<file path="src/rtl/ysyx_23060236_ifu.sv">
// ysyx_23060236_ifu: fetch unit with BTB-predicted PC, a single outstanding imem read and a redirect flush.
// Define YSYX_23060236_IFU_PERF_EN to add the fetch/drop performance counter ports.
module ysyx_23060236_ifu #(
    parameter int DATA_LEN = 32,
    parameter logic [DATA_LEN-1:0] RESET_PC = 32'h3000_0000
) (
    input  logic                clock,
    input  logic                reset,
    output logic [DATA_LEN-1:0] btb_araddr,
    input  logic [DATA_LEN-1:0] btb_rdata,
    output logic                imem_arvalid,
    output logic [DATA_LEN-1:0] imem_araddr,
    input  logic                imem_arready,
    input  logic                imem_rvalid,
    input  logic [DATA_LEN-1:0] imem_rdata,
    output logic                imem_rready,
    output logic                out_valid,
    input  logic                out_ready,
    output logic [DATA_LEN-1:0] out_inst,
    output logic [DATA_LEN-1:0] out_pc,
    output logic [DATA_LEN-1:0] out_pred_npc,
    input  logic                redirect_valid,
    input  logic [DATA_LEN-1:0] redirect_pc
`ifdef YSYX_23060236_IFU_PERF_EN
    ,
    output logic [31:0]         perf_fetch_cnt,
    output logic [31:0]         perf_drop_cnt
`endif
);
    typedef enum logic [1:0] {S_REQ, S_WAIT, S_OUT, S_DROP} state_t;
    state_t state_q, state_d;
    logic [DATA_LEN-1:0] pc_q, pc_d, inst_q, inst_d, pred_q, pred_d, req_q, req_d;
    logic drop_pq, drop_pd, fire;
    assign btb_araddr = pc_q;
    assign imem_arvalid = ~reset & (state_q == S_REQ);
    // a request made before a redirect keeps its original address until accepted
    assign imem_araddr = drop_pq ? req_q : pc_q;
    assign imem_rready = ~reset & (state_q == S_WAIT | state_q == S_DROP);
    assign out_valid = ~reset & (state_q == S_OUT) & ~redirect_valid;
    assign out_inst = inst_q;
    assign out_pc = pc_q;
    assign out_pred_npc = pred_q;
    assign fire = out_valid & out_ready;
    always_comb begin
        state_d = state_q;
        pc_d = pc_q;
        inst_d = inst_q;
        pred_d = pred_q;
        req_d = req_q;
        drop_pd = drop_pq;
        case (state_q)
            S_REQ:
                if (imem_arready) begin
                    state_d = (redirect_valid | drop_pq) ? S_DROP : S_WAIT;
                    pred_d = btb_rdata;
                    drop_pd = 1'b0;
                end else if (redirect_valid & ~drop_pq) begin
                    drop_pd = 1'b1;
                    req_d = pc_q;
                end
            S_WAIT:
                if (imem_rvalid) begin
                    state_d = redirect_valid ? S_REQ : S_OUT;
                    inst_d = redirect_valid ? inst_q : imem_rdata;
                end else if (redirect_valid) begin
                    state_d = S_DROP;
                end
            S_OUT:
                if (redirect_valid) begin
                    state_d = S_REQ;
                end else if (fire) begin
                    state_d = S_REQ;
                    pc_d = pred_q;
                end
            S_DROP:
                if (imem_rvalid) state_d = S_REQ;
            default: state_d = S_REQ;
        endcase
        if (redirect_valid) pc_d = redirect_pc;
    end
    always_ff @(posedge clock) begin
        if (reset) begin
            state_q <= S_REQ;
            pc_q <= RESET_PC;
            inst_q <= '0;
            pred_q <= '0;
            req_q <= '0;
            drop_pq <= 1'b0;
        end else begin
            state_q <= state_d;
            pc_q <= pc_d;
            inst_q <= inst_d;
            pred_q <= pred_d;
            req_q <= req_d;
            drop_pq <= drop_pd;
        end
    end
`ifdef YSYX_23060236_IFU_PERF_EN
    logic drop_hit;
    logic [31:0] fetch_cnt_q, drop_cnt_q;
    assign drop_hit = (redirect_valid & (state_q == S_OUT | (state_q == S_WAIT & imem_rvalid)))
                    | (state_q == S_DROP & imem_rvalid);
    assign perf_fetch_cnt = fetch_cnt_q;
    assign perf_drop_cnt = drop_cnt_q;
    always_ff @(posedge clock) begin
        if (reset) begin
            fetch_cnt_q <= '0;
            drop_cnt_q <= '0;
        end else begin
            fetch_cnt_q <= fetch_cnt_q + {31'd0, fire};
            drop_cnt_q <= drop_cnt_q + {31'd0, drop_hit};
        end
    end
`endif
endmodule
</file>
<file path="config.mk">
export PLATFORM = sky130hd
export DESIGN_NAME = ysyx_23060236_ifu
export DESIGN_NICKNAME = d
export VERILOG_FILES = /design/src/rtl/ysyx_23060236_ifu.sv
export SDC_FILE = /design/constraint.sdc
export NUM_CORES = 1
export LEC_CHECK = 0
export CAP_MARGIN = 0
export CORE_MARGIN = 10
export CORE_UTILIZATION = 43
export CTS_CLUSTER_SIZE = 16
export DETAILED_ROUTE_END_ITERATION = 16
export GPL_ROUTABILITY_DRIVEN = 0
export MAX_ROUTING_LAYER = met4
export PLACE_DENSITY = 0.78
export SLEW_MARGIN = 20
export SYNTH_ARGS = -nofsm -noshare
export SYNTH_HDL_FRONTEND = slang
export SYNTH_SLANG_ARGS = --single-unit
export TNS_END_PERCENT = 20
</file>
<file path="constraint.sdc">
create_clock -name clock -period 1.8 [get_ports clock]
set_clock_uncertainty 0.05 [all_clocks]
set_input_delay 0.18 -clock clock [delete_from_list [all_inputs] [get_ports clock]]
set_output_delay 0.18 -clock clock [all_outputs]
set_load 0.02 [all_outputs]
</file>
==> results.txt <==
* Worst setup slack after placement: 0.0906 ns
- Mean number of vias per cell: 4.95
- Input and output buffers added on the ports amount to 264.
- Outcome: finished clean
* Complex-gate fraction of the synthesized area: 0.0618
- Async set-or-reset flop fraction in the synthesized netlist: 0
- The floorplan step set the die height to 139 um.
- Of the post-synthesis cell area, the part taken by muxes is 0.215.
- Data arrival, critical path: 1.50 ns
- Maximum number of pins on one net before global-route repair: 163
- Across the run, the number of max-cap violations was 0.
- Sort of element at the end of the critical path: output pin
- Registers take 0.00263 sq mm.
- Most repeated cell in the gate-level netlist after synthesis: dfxtp_1
- The commonest cells after synthesis are dfxtp_1, nand2_1, mux2i_1.
* Row count: 43
* Number of sinks handled by clock tree synthesis: 131
* Unrepaired setup endpoints after global routing: false
- For this run, the number of Yosys warnings is 0.
- Kind of path behind the tightest hold check: input port to flop
- For the final routed database, the setup TNS stands at 0 ns.
* Count of mapped cells out of synthesis: approximately 660
- Final net count: just under 1000
* Detail Placement HPWL: around 14000 um
- Ratio of cells with drive above 1 in the final layout: 0.158
* Leading cell types by total area after synthesis: dfxtp_1, mux2i_1, nand2_1
- GRT Resource Usage Total: 0.195
- Critical Path Fanout Max: 4
- 265 I/O pins were placed.
- Post-route clock period utilization: 0.963
- The detailed router placed 5271 vias in this run.
* Clock edge transition at the registers on the reported setup and hold paths: roughly 0.060 ns
- Initial antenna violation count: 0
- The first global-routing pass estimated 29700 um of wire.
- Longest Clk Path Bufs: 2
- Congestion Overflow GR: 0
- Clk_lat worst skew: 0.42 ns
- Post-synthesis sequential element count: roughly 130
* Area of the die: 0.0193 sq mm
- 1st-pass router iterations: 5
* Number of design rule violations left after detail routing: 0
- Width of the die: 139 um
- The via count of the first global-routing pass was roughly 5600.
* CTS root buf: clkbuf_16
- At the pin with the least slew margin, the transition time is 0.624 ns.
- The cell area that synthesis handed to floorplanning was 0.00610 sq mm.
- For this run, the register share of the synthesized area comes to 0.430.
* Unique masters post-synth: 30
- Number of fillers in the final layout: 1120
- Adder-cell area share of the yosys netlist: 0
- Area share of the largest cell type after synthesis: 0.430
- The hold violation total from the final report is 0.
* Yosys top cell by area: dfxtp_1
* Max Clk Rate: 577 MHz
- Data on the critical path is required at its endpoint by 1.57 ns.
- The floorplan step defined a core boundary enclosing 0.0139 sq mm.
- Post-Syn Nets: 758
* TritonCTS clock tree: yes
- Number of inserted diodes: 0
* Area of combinational cells with multiple inputs: 0.00291 sq mm
- Number of flops mapped to enable cells by yosys: 0
* Leakage: 3.53 nW
* Mean instance size in the synthesized netlist: 9.29 sq um
- Across the VDD grid, the largest voltage drop is 0.615 mV.
* Number of buffers added by the clock tree synthesis step: 17
- Number of nets with antenna violations after detailed routing: 0
- Top flip-flop cell by instance count after synthesis: dfxtp_1
- In this run the tightest slew margin relative to its limit is 0.584.
* Crit path time final: 1.73 ns
* Area grow syn2layout: 48.9%
* Startpoint types: flop
* Htree depth: 4
* Final setup violating endpoints: 0
- Post-Synth XOR/XNOR Area: 0.00144
- Of the total synthesized cell area, the portion taken by AND, OR, NAND and NOR gates is 0.195.
- Main combinational cell family by area after synthesis: multiplexers
- Slew Limit Fails: 0
- Across all setup checks in the final design, the least slack found is 0.0664 ns.
- PD cells: between 900 and 1000 mW/mm^2
- DR WL/cell: approximately 18 um
- The first routing iteration left 201 violations.
* Total wire length after detailed routing: ~19000 um
- Critical path class: flop to output pin
- For this configuration, the core starts out at a cell density of 0.439.
- Total power: 8.41 mW
cell families (layout without fill, tap and decap cells):
| kind of cell | Yosys count | after routing |
|---|---|---|
| buf+inv | 84 | 313 |
| flops | 131 | 131 |
| mux | 127 | 127 |
| xor+xnor | 1 | 1 |
| simple gates | 241 | 241 |
| compound gates | 72 | 72 |
final timing paths:
check                                    from                      endpoint  slack [ns]  cells after the start
hold reg to reg     out_inst[21]$_SDFFE_PP0P_     out_inst[21]$_SDFFE_PP0P_        0.41                      2
setup reg to reg      state_q[0]$_SDFFE_PP0P_  out_pred_npc[3]$_SDFFE_PP0P_        0.26                      5
setup / recovery  btb_araddr[28]$_SDFFE_PP1P_                    out_pc[28]        0.07                      2
hold / removal                 imem_rdata[29]     out_inst[29]$_SDFFE_PP0P_        0.26                      3
through the flow:
step | hold WS (ns) | area [sq um] | utilization | instances
after floorplan | 0.266 | 6100 | - | 656
after global placement | 0.376 | 8610 | 0.620 | 1033
after detailed placement | 0.381 | 8610 | 0.620 | 1033
after CTS | 0.245 | 9150 | 0.659 | 1065
after global routing | 0.249 | 9080 | 0.654 | 1065
final | 0.258 | 9080 | 0.654 | 1065
area by class of cell:
type,instances,area share
clock buffer,21,0.0518
tap,180,0.0248
sequential,131,0.289
clock inverter,10,0.0171
timing repair buffer,282,0.297
multi-input combinational,441,0.320
power breakdown:
| part | switching [mW] | leakage (nW) | internal, mW |
|---|---|---|---|
| clock network | 1.24 | 0.305 | 2.41 |
| registers | 0.116 | 1.07 | 3.04 |
| logic | 0.791 | 2.16 | 0.814 |
cells in the final DEF (no fill, tap or decap), drive strengths merged:
cell	instances
clkdlybuf4s50	227
dfxtp	131
nand2	129
mux2i	95
a21oi	66
nand2b	65
buf	51
mux2	32
or2	30
clkbuf	22
nor2	5
bufinv	4
clkinv	4
nor2b	3
a211oi	2
clkinvlp	2
dlygate4sd2	2
nor4b	1
nor3	1
nor4bb	1
nand4bb	1
or3b	1
nor3b	1
and3	1
a31o	1
o21ai	1
xnor2	1
or3	1
a31oi	1
o21a	1
nand3	1
dlygate4sd3	1
timing repair:
item / CTS / global route
pin swaps: 0 / 0
gates resized for setup: 121 / 15
hold buffers: 1 / 0
gates cloned: 0 / 0
setup endpoints to repair: 35 / 12
setup buffers: 0 / 0
endpoints found under the hold margin: 2 / 0
registers in the layout, indices dropped and copies added, names as in the netlist:
name / cells
req_q: 32
drop_pq: 1
btb_araddr: 32
state_q: 2
out_inst: 32
out_pred_npc: 32
critical path: stages, from the launching register on:
cell	delay, ns
dfxtp_1	0.33
buf_4	0.14
clkdlybuf4s50_1	0.61
per-layer routing:
metal	GRT usage	share of wire
met1	0.197	0.39
met3	0.0873	0.088
met5	-	0
met2	0.326	0.50
met4	0.0714	0.021
(Power assumes the default switching activity.)
